==> config.mk <==
export PLATFORM = sky130hd
export DESIGN_NAME = perf_monitor
export DESIGN_NICKNAME = d
export VERILOG_FILES = /design/src/rtl/perf_monitor.sv
export SDC_FILE = /design/constraint.sdc
export NUM_CORES = 1
export LEC_CHECK = 0
export CAP_MARGIN = 30
export CORE_MARGIN = 1.5
export CORE_UTILIZATION = 46
export DETAILED_ROUTE_END_ITERATION = 10
export GPL_ROUTABILITY_DRIVEN = 0
export HOLD_SLACK_MARGIN = 0.08
export PLACE_DENSITY = 0.89
export SETUP_SLACK_MARGIN = 0.2
export SYNTH_ARGS = -nofsm -noshare
export SYNTH_HDL_FRONTEND = slang
export SYNTH_SLANG_ARGS = --single-unit
==> constraint.sdc <==
create_clock -name clk -period 3.98 [get_ports clk]
set_input_delay 0.398 -clock clk [delete_from_list [all_inputs] [get_ports clk]]
set_output_delay 0.398 -clock clk [all_outputs]
set_load 0.02 [all_outputs]
==> src/rtl/perf_monitor.sv <==
// perf_monitor: counts cycles, retired instructions and stalled cycles of a
// CPU pipeline until the program parks in its halt loop or a cycle budget runs
// out.
//
// Parameters:
//   CNT_W        width of every counter output
//   HALT_INSTR   fetch-stage instruction word that marks the halt loop
//   HALT_CONFIRM consecutive halt-condition edges required (1..15)
//   MAX_CYCLES   cycle budget before timeout
//
// Ports:
//   clk           rising-edge clock
//   rst           asynchronous active-high reset
//   fetch_instr   instruction leaving the fetch stage
//   decode_instr  instruction held in the decode stage
//   retire_valid  one instruction retires this cycle
//   stall         pipeline stalled this cycle
//   cycle_count   elapsed cycles (halt-time snapshot once halted)
//   instr_count   retired instructions
//   stall_count   stalled cycles
//   halted        halt loop confirmed (terminal)
//   timeout       cycle budget exhausted without halt (terminal)
//   done          one-cycle pulse on entry to either terminal state
module perf_monitor #(
  parameter int unsigned CNT_W        = 32,
  parameter logic [31:0] HALT_INSTR   = 32'h0000006F,
  parameter int unsigned HALT_CONFIRM = 2,
  parameter int unsigned MAX_CYCLES   = 1000000
) (
  input  logic             clk,
  input  logic             rst,
  input  logic [31:0]      fetch_instr,
  input  logic [31:0]      decode_instr,
  input  logic             retire_valid,
  input  logic             stall,
  output logic [CNT_W-1:0] cycle_count,
  output logic [CNT_W-1:0] instr_count,
  output logic [CNT_W-1:0] stall_count,
  output logic             halted,
  output logic             timeout,
  output logic             done
);

  typedef enum logic [1:0] {
    ST_RUN,
    ST_CONFIRM,
    ST_HALTED,
    ST_TIMEOUT
  } state_t;

  localparam logic [CNT_W-1:0] LP_ONES   = '1;
  localparam logic [63:0]      LP_LIMIT  = 64'(MAX_CYCLES) - 64'd1;
  localparam logic             LP_DIRECT = (HALT_CONFIRM <= 32'd1);

  state_t           r_state;
  state_t           w_next;
  logic [CNT_W-1:0] r_cyc;
  logic [CNT_W-1:0] r_instr;
  logic [CNT_W-1:0] r_stall;
  logic [CNT_W-1:0] r_snap;
  logic [3:0]       r_conf;
  logic             r_halted;
  logic             r_timeout;
  logic             r_done;

  logic w_hc;
  logic w_active;
  logic w_at_limit;
  logic w_conf_done;
  logic w_terminal_next;

  function automatic logic [CNT_W-1:0] sat_inc(input logic [CNT_W-1:0] v);
    return (v == LP_ONES) ? v : v + 1'b1;
  endfunction

  assign w_hc        = (fetch_instr == HALT_INSTR) && (decode_instr == 32'h0);
  assign w_active    = (r_state == ST_RUN) || (r_state == ST_CONFIRM);
  assign w_at_limit  = (64'(r_cyc) == LP_LIMIT);
  // r_conf already counts the edges seen; this edge makes it r_conf+1
  assign w_conf_done = ((32'(r_conf) + 32'd1) >= HALT_CONFIRM);
  assign w_terminal_next = (w_next == ST_HALTED) || (w_next == ST_TIMEOUT);

  // Halt beats timeout when both land on the same edge.
  always_comb begin
    w_next = r_state;
    case (r_state)
      ST_RUN: begin
        if (w_hc && LP_DIRECT) begin
          w_next = ST_HALTED;
        end else if (w_at_limit) begin
          w_next = ST_TIMEOUT;
        end else if (w_hc) begin
          w_next = ST_CONFIRM;
        end
      end
      ST_CONFIRM: begin
        if (w_hc && w_conf_done) begin
          w_next = ST_HALTED;
        end else if (w_at_limit) begin
          w_next = ST_TIMEOUT;
        end else if (!w_hc) begin
          w_next = ST_RUN;
        end
      end
      default: w_next = r_state;
    endcase
  end

  always_ff @(posedge clk or posedge rst) begin
    if (rst) begin
      r_state <= ST_RUN;
    end else begin
      r_state <= w_next;
    end
  end

  always_ff @(posedge clk or posedge rst) begin
    if (rst) begin
      r_cyc     <= '0;
      r_instr   <= '0;
      r_stall   <= '0;
      r_snap    <= '0;
      r_conf    <= '0;
      r_halted  <= 1'b0;
      r_timeout <= 1'b0;
      r_done    <= 1'b0;
    end else begin
      r_halted  <= (w_next == ST_HALTED);
      r_timeout <= (w_next == ST_TIMEOUT);
      r_done    <= w_active && w_terminal_next;
      if (w_active) begin
        r_cyc <= sat_inc(r_cyc);
        if (retire_valid) begin
          r_instr <= sat_inc(r_instr);
        end
        if (stall) begin
          r_stall <= sat_inc(r_stall);
        end
      end
      if (r_state == ST_RUN && w_hc) begin
        r_snap <= r_cyc;
        r_conf <= 4'd1;
      end else if (r_state == ST_CONFIRM) begin
        if (!w_hc) begin
          r_snap <= '0;
          r_conf <= '0;
        end else if (!w_conf_done) begin
          r_conf <= r_conf + 4'd1;
        end
      end
    end
  end

  assign cycle_count = (r_state == ST_HALTED) ? r_snap : r_cyc;
  assign instr_count = r_instr;
  assign stall_count = r_stall;
  assign halted      = r_halted;
  assign timeout     = r_timeout;
  assign done        = r_done;

endmodule

==> results by group, run 1 <==
Clocking
  – Longest Clk Path Bufs: 2
  – Hold buffer count at CTS: 0
  – CTS tree: done
  – Clock Tree Root: clkbuf_16
  – H-tree depth: 4
  – Post-CTS sizing: 0
  – Total CTS buffers: 17
  – Clock slew at reported path FFs: 0.06 ns
  – Post-CTS setup buffer count: 0
  – Clock Latency Late Sink: 0.42 ns
  – TritonCTS Sinks: 137

Logic synthesis
  – Top_reg_cell synth: dfrtp_1
  – Area leader, netlist: dfrtp_1
  – Syn Area/Cell: 10.6 µm²
  – Post-synth top cells: dfrtp_1 (137), xnor2_1 (51), nand4_1 (46)
  – Post-Syn Nets: 764
  – Most frequent cell after synthesis: dfrtp_1
  – Sequential area share after synthesis: 46.6%
  – Synth unique cells: 56
  – Mapped cell area: 7350 µm²
  – Synth top area share: 46.6%
  – Yosys warning count: 0
  – Flops & latches, synth: 137
  – Fraction of synthesis flops using an asynchronous set or reset pin: 100%
  – Post-synth EDFFs: 0
  – Top post-synthesis cells by area: dfrtp_1 (47%), xnor2_1 (6.1%), mux2_2 (4.9%)
  – Synthesized instance count: 691

Route
  – Metal1 wirelength: 7530 µm
  – Top Metal Used: met4
  – Met2 WL: 9140 µm
  – Routed wire length: 17800 µm
  – Routed wl met3: 934 µm
  – DR DRC count: 0
  – DR iter-0 viols: 536
  – Vias per inst: 5.65
  – Antenna-violating nets left: 0
  – Via count: 6116
  – TritonRoute pass-1 iters: 5
  – Wire per inst: 16.4 µm

Status
  – Status: completed

GRT
  – Number of antenna violations at the first check in global routing: 0
  – Global-route wire length before repair: 28900 µm
  – Largest net degree at the start of global routing: 138
  – GRT Util Overall: 21.7%
  – Vias in the first global route: 5987
  – Grt ovf: 0

Placed design
  – Hpwl dp: 12300 µm
  – IO Port Bufs: 166
  – Setup WS pre-CTS: 0.992 ns

Worst setup path
  – CP Max Fanout: 40
  – CP cell instances: buf_4, nor2_2, buf_4, mux2_2, clkdlybuf4s50_1
  – Worst Setup End Kind: output port
  – Largest stage delay, worst path: 0.58 ns
  – CP required: 3.58 ns
  – WP buf/inv: 3
  – Worst Setup Path Type: reg -> out
  – CP Launch Type: flip-flop
  – Top delay family on crit path: buffers and inverters
  – Critical Path AT: 2.46 ns
  – Slowest CP cell: clkdlybuf4s50_1
  – Cell mode on critical path: buf_4

STA
  – Setup Skew: 0.00667 ns
  – Slew at the pin with the worst max-slew slack: 0.834 ns
  – Final hold violations: 0
  – Period utilization: 71.8%
  – RSZ-0062 raised after global routing: false
  – Slew HR: 44.4%
  – Post-layout min period: 2.86 ns
  – Final worst setup slack: 1.12 ns
  – Setup violators final: 0
  – Fin Setup TNS: 0 ns
  – Fmax: 0.350 GHz
  – Final Slew Violations: 0

Hold path
  – Hold WC Path Type: reg -> reg

Die
  – Core area: 15800 µm²
  – Die Y: 129 µm
  – Rows: 46
  – Die extent in x: 129 µm
  – I/O Pins: 167
  – Starting Density: 46.6%
  – Die Footprint: 16700 µm²

Final layout
  – # fillers: 1264
  – Nets: 928
  – Ratio of cells with drive above 1 in the final layout: 10.1%
  – Area delta synth->final: 33.7%
  – N_diodes: 0

Power and ir drop
  – Pwr Total: 3.10 mW
  – PD cells: 315 nW/µm²
  – Peak supply drop: 0.000275 V
  – LEAKAGE: 3.96 nW

Flow run
  – Max Cap Viol: 0
worst reg2reg max path: cells and delay by family, from the launching register on:
family	cells	cell delay [ns]
buffers and inverters	1	0.31
flip-flops	1	0.37
AO/OA/AOI/OAI	1	0.30
XOR/XNOR	1	0.17
AND/OR/NAND/NOR	3	1.18
cells by family (layout without fill, tap and decap cells):
logic type               after synthesis  in the layout  share of synthesized area [%]
AND/OR/NAND/NOR                      290            290                           23.1
flip-flops                           137            137                           46.6
XOR/XNOR                              91             91                           10.8
multiplexers                          65             65                           9.46
AO/OA/AOI/OAI                         58             58                           6.52
buffers and inverters                 45            221                           2.62
adder cells (fa/ha/maj)                5              5                          0.851
state kept, by name, indices dropped and copies added (netlist names):
| signal | flops |
|---|---|
| instr_count | 32 |
| r_cyc | 32 |
| r_snap | 32 |
| stall_count | 32 |
| r_conf | 4 |
| r_state | 2 |
| done | 1 |
| halted | 1 |
| timeout | 1 |
final timing paths:
kind / startpoint / to / slack [ns] / depth (start not counted)
max: r_state[0] / cycle_count[10] / 1.12 / 5
max in group asynchronous: rst / r_state[1] / 2.85 / 3
max reg2reg: r_state[1] / instr_count[23] / 1.58 / 6
min in group asynchronous: rst / instr_count[11] / 0.57 / 3
min reg2reg: instr_count[26] / instr_count[26] / 0.49 / 1
min: instr_count[26] / instr_count[26] / 0.49 / 1
routing by layer:
layer | global-route usage (%) | vias up
met3 | 4.95 | 24
met2 | 38.1 | 223
met1 | 27.2 | 2998
li1 | - | 2871
met5 | 0 | -
met4 | 5.03 | 0
power by group:
group          total (mW)  internal (mW)  switching [mW]
Sequential           1.40           1.40         0.00326
Combinational       0.118         0.0687          0.0490
Clock                1.58          0.995           0.590
through the flow:
stage	hold slack (ns)	cells	instance area [µm²]	util (%)
floorplan	0.471	691	7360	-
global placement	0.477	1052	9240	58.6
detailed placement	0.489	1052	9240	58.6
CTS	0.497	1083	9830	62.3
global route	0.520	1083	9830	62.3
finish	0.493	1083	9830	62.3
final cells by class:
| class | count | area (µm²) | area share, % |
|---|---|---|---|
| Clock buffer | 19 | 443 | 4.51 |
| Clock inverter | 12 | 151 | 1.54 |
| Inverter | 16 | 63.8 | 0.649 |
| Multi-Input combinational cell | 509 | 3740 | 38.0 |
| Sequential cell | 137 | 3430 | 34.9 |
| Tap cell | 216 | 270 | 2.75 |
| Timing Repair Buffer | 174 | 1730 | 17.6 |
cell usage in the layout (no fill, tap or decap), types with 31 or more instances in the layout:
cell type / netlist / routed
clkdlybuf4s50_1: 0 / 166
dfrtp_1: 137 / 137
mux2_2: 32 / 32
mux2i_1: 32 / 32
nand2_1: 31 / 31
nand4_1: 46 / 46
nor2_1: 33 / 32
nor2b_1: 31 / 31
nor4_1: 40 / 39
o2bb2ai_1: 32 / 32
xnor2_1: 51 / 51
xor2_1: 40 / 40
(Power assumes the default switching activity.)
==> run 2, diff against run 1 <==
--- a/config.mk
+++ b/config.mk
@@ -7,11 +7,11 @@
 export LEC_CHECK = 0
 export CAP_MARGIN = 30
 export CORE_MARGIN = 1.5
-export CORE_UTILIZATION = 46
+export CORE_UTILIZATION = 51
 export DETAILED_ROUTE_END_ITERATION = 10
 export GPL_ROUTABILITY_DRIVEN = 0
 export HOLD_SLACK_MARGIN = 0.08
-export PLACE_DENSITY = 0.89
+export PLACE_DENSITY = 0.93
 export SETUP_SLACK_MARGIN = 0.2
 export SYNTH_ARGS = -nofsm -noshare
 export SYNTH_HDL_FRONTEND = slang
==> constraint.sdc (replaced) <==
create_clock -name clk -period 2.65 [get_ports clk]
set_input_delay 0.265 -clock clk [delete_from_list [all_inputs] [get_ports clk]]
set_output_delay 0.265 -clock clk [all_outputs]
set_load 0.02 [all_outputs]
==> run 2 against run 1 <==
Global-route usage increased by 3.2 points; worst hold slack got worse by 0.12 ns; wire length increased by 3.9%; critical endpoint is now cycle_count[19]; die area decreased by 9.6%; highest routed layer unchanged; combinational power increased by 52%; first-iteration DRC count increased by 14%; worst setup slack got worse by 0.91 ns; largest cell class unchanged; utilization increased by 9.1 points; via count increased by 2.8%.
==> results by group, run 2 (synthesis results as in run 1) <==
Route
  – Antenna-violating nets left: 0 (unchanged)
  – Routed wire length: 18500 µm (was 17800 µm)
  – Vias per inst: 5.95 (was 5.65)
  – DR iter-0 viols: 611 (was 536)
  – Via count: 6289 (was 6116)
  – DR DRC count: 0 (unchanged)
  – TritonRoute pass-1 iters: 5 (unchanged)
  – Wire per inst: 17.5 µm (was 16.4 µm)

Power and ir drop
  – Pint: 3.73 mW (was 2.46 mW)
  – PD cells: 471 nW/µm² (was 315 nW/µm²)
  – LEAKAGE: 4.55 nW (was 3.96 nW)
  – Peak supply drop: 0.000406 V (was 0.000275 V)
  – Sw Share: 20.7% (about the same)
  – Switching power: 976 µW (was 642 µW)
  – Clock network power share: 51.5% (was 51.1%)
  – Comb power frac: 3.8% (about the same)
  – Sequential Power Share: 44.6% (was 45.1%)
  – Pwr Total: 4.71 mW (was 3.10 mW)

Clocking
  – TritonCTS Sinks: 137 (unchanged)
  – Hold buffer count at CTS: 0 (unchanged)
  – Total CTS buffers: 17 (unchanged)
  – Longest Clk Path Bufs: 2 (unchanged)
  – H-tree depth: 4 (unchanged)
  – Clock Latency Late Sink: 0.42 ns (about the same)
  – Clock Tree Root: clkbuf_16 (unchanged)
  – Clock slew at reported path FFs: 0.06 ns (about the same)
  – CTS tree: done (unchanged)

STA
  – Setup violators final: 0 (unchanged)
  – Final worst setup slack: 0.211 ns (was 1.12 ns)
  – Final hold violations: 0 (unchanged)
  – Final Slew Violations: 0 (unchanged)
  – Period utilization: 92.0%
  – Post-layout min period: 2.44 ns
  – Slew at the pin with the worst max-slew slack: 0.760 ns (was 0.834 ns)
  – Slew HR: 49.3% (was 44.4%)
  – Fmax: 0.410 GHz
  – RSZ-0062 raised after global routing: true (was false)
  – Worst hold slack: 0.375 ns (was 0.493 ns)
  – Setup Skew: 0.00715 ns (was 0.00667 ns)
  – Fin Setup TNS: 0 ns (unchanged)

GRT
  – Global-route wire length before repair: 29800 µm (was 28900 µm)
  – Grt ovf: 0 (unchanged)
  – Vias in the first global route: 6110 (was 5987)
  – GRT Util Overall: 24.9% (was 21.7%)
  – Number of antenna violations at the first check in global routing: 0 (unchanged)
  – Largest net degree at the start of global routing: 138 (unchanged)

Die
  – Die Footprint: 15100 µm² (was 16700 µm²)
  – Die extent in x: 123 µm (was 129 µm)
  – Core area: 14000 µm² (was 15800 µm²)
  – Starting Density: 52.6% (was 46.6%)
  – Die Y: 123 µm (was 129 µm)
  – I/O Pins: 167 (unchanged)
  – Rows: 43 (was 46)

Final layout
  – Most frequent cells in the layout: dfrtp_1 (137), clkdlybuf4s50_1 (137), xnor2_1 (51), nand4_1 (46), xor2_1 (40) (was clkdlybuf4s50_1 (166), dfrtp_1 (137), xnor2_1 (51), nand4_1 (46), xor2_1 (40))
  – # fillers: 949 (was 1264)
  – Ratio of cells with drive above 1 in the final layout: 10.9% (was 10.1%)
  – Final Core Density: 71.4% (was 62.3%)
  – N_diodes: 0 (unchanged)
  – Nets: 937 (was 928)
  – Area delta synth->final: 35.9% (was 33.7%)

Hold path
  – Hold WC Path Type: in -> async (was reg -> reg)

Placed design
  – IO Port Bufs: 166 (unchanged)
  – Setup WS pre-CTS: 0.126 ns (was 0.992 ns)
  – Hpwl dp: 12600 µm (was 12300 µm)

Worst setup path
  – Critical Path AT: 2.17 ns (was 2.46 ns)
  – CP Max Fanout: 16 (was 40)
  – CP required: 2.38 ns (was 3.58 ns)
  – Worst Setup End Kind: output port (unchanged)
  – CP Launch Type: flip-flop (unchanged)
  – Worst Setup Path Type: reg -> out (unchanged)
  – Reg-to-reg slack, setup: 0.34 ns (was 1.58 ns)

Flow run
  – Max Cap Viol: 0 (unchanged)

Status
  – Status: completed (unchanged)
-- run 2: changes by cell type in the layout (fill, tap and decap cells not counted), moves of 2 or more --
cell,change
clkbuf_1,+2
dlymetal6s2s_1,+27
buf_12,+2
dlygate4sd2_1,+2
clkinv_2,-3
clkdlybuf4s50_1,-29
buf_4,+5
-- run 2: power by group through the flow --
stage / registers [mW] / logic, mW / clock network [mW]
after detailed placement: 2.14 / 0.181 / 0
final: 2.10 / 0.179 / 2.43
after global routing: 2.10 / 0.196 / 2.55
after global placement: 2.14 / 0.177 / 0
after CTS: 2.10 / 0.182 / 2.46
after floorplan: 2.14 / 0.0431 / 0
-- run 2: cell type report --
| class | instances | area, µm² | share of cell area, % |
|---|---|---|---|
| sequential | 137 | 3430 | 34.3 |
| timing repair buffer | 183 | 1900 | 19.0 |
| inverter | 16 | 63.8 | 0.639 |
| clock inverter | 10 | 144 | 1.44 |
| tap | 180 | 225 | 2.25 |
| clock buffer | 22 | 464 | 4.65 |
| multi-input combinational | 509 | 3760 | 37.7 |
-- run 2: routing by layer --
metal	wire length, µm	up-vias	share of wire (%)	track usage, %
li1	-	2915	-	-
met4	351	0	1.9	8.41
met2	9330	236	50	42.3
met5	0	-	0	0
met1	7910	3100	43	32.1
met3	891	38	4.8	4.61
-- run 2: final timing paths --
check                                     start  cells after the start         endpoint
worst min-delay path                        rst                      3   stall_count[5]
worst max register to register        r_cyc[23]                      5        r_cyc[31]
min in group clk                stall_count[30]                      1  stall_count[30]
worst min register to register  stall_count[30]                      1  stall_count[30]
worst max-delay path                 r_state[1]                      5  cycle_count[19]
max in group asynchronous                   rst                      3        r_cyc[24]
-- run 2: metrics by stage --
| step | cell area [µm²] | std cells |
|---|---|---|
| floorplan | 7360 | 691 |
| global placement | 9270 | 1023 |
| detailed placement | 9270 | 1023 |
| CTS | 9880 | 1055 |
| global route | 9990 | 1057 |
| finish | 9990 | 1057 |
-- run 2: what timing repair did --
item | 4_1_cts | 5_1_grt
gates resized for setup | 3 | 32
endpoints found under the hold margin | 0 | 0
buffers inserted | 0 | 2
endpoints found under the setup margin | 26 | 45
pin swaps | 0 | 1
-- run 2: critical path: stages (launching register included) --
cell and delay [ns]:
dfrtp_1 0.36, inv_1 0.14, nor2_4 0.15, buf_6 0.20, mux2_2 0.36, clkdlybuf4s50_1 0.53
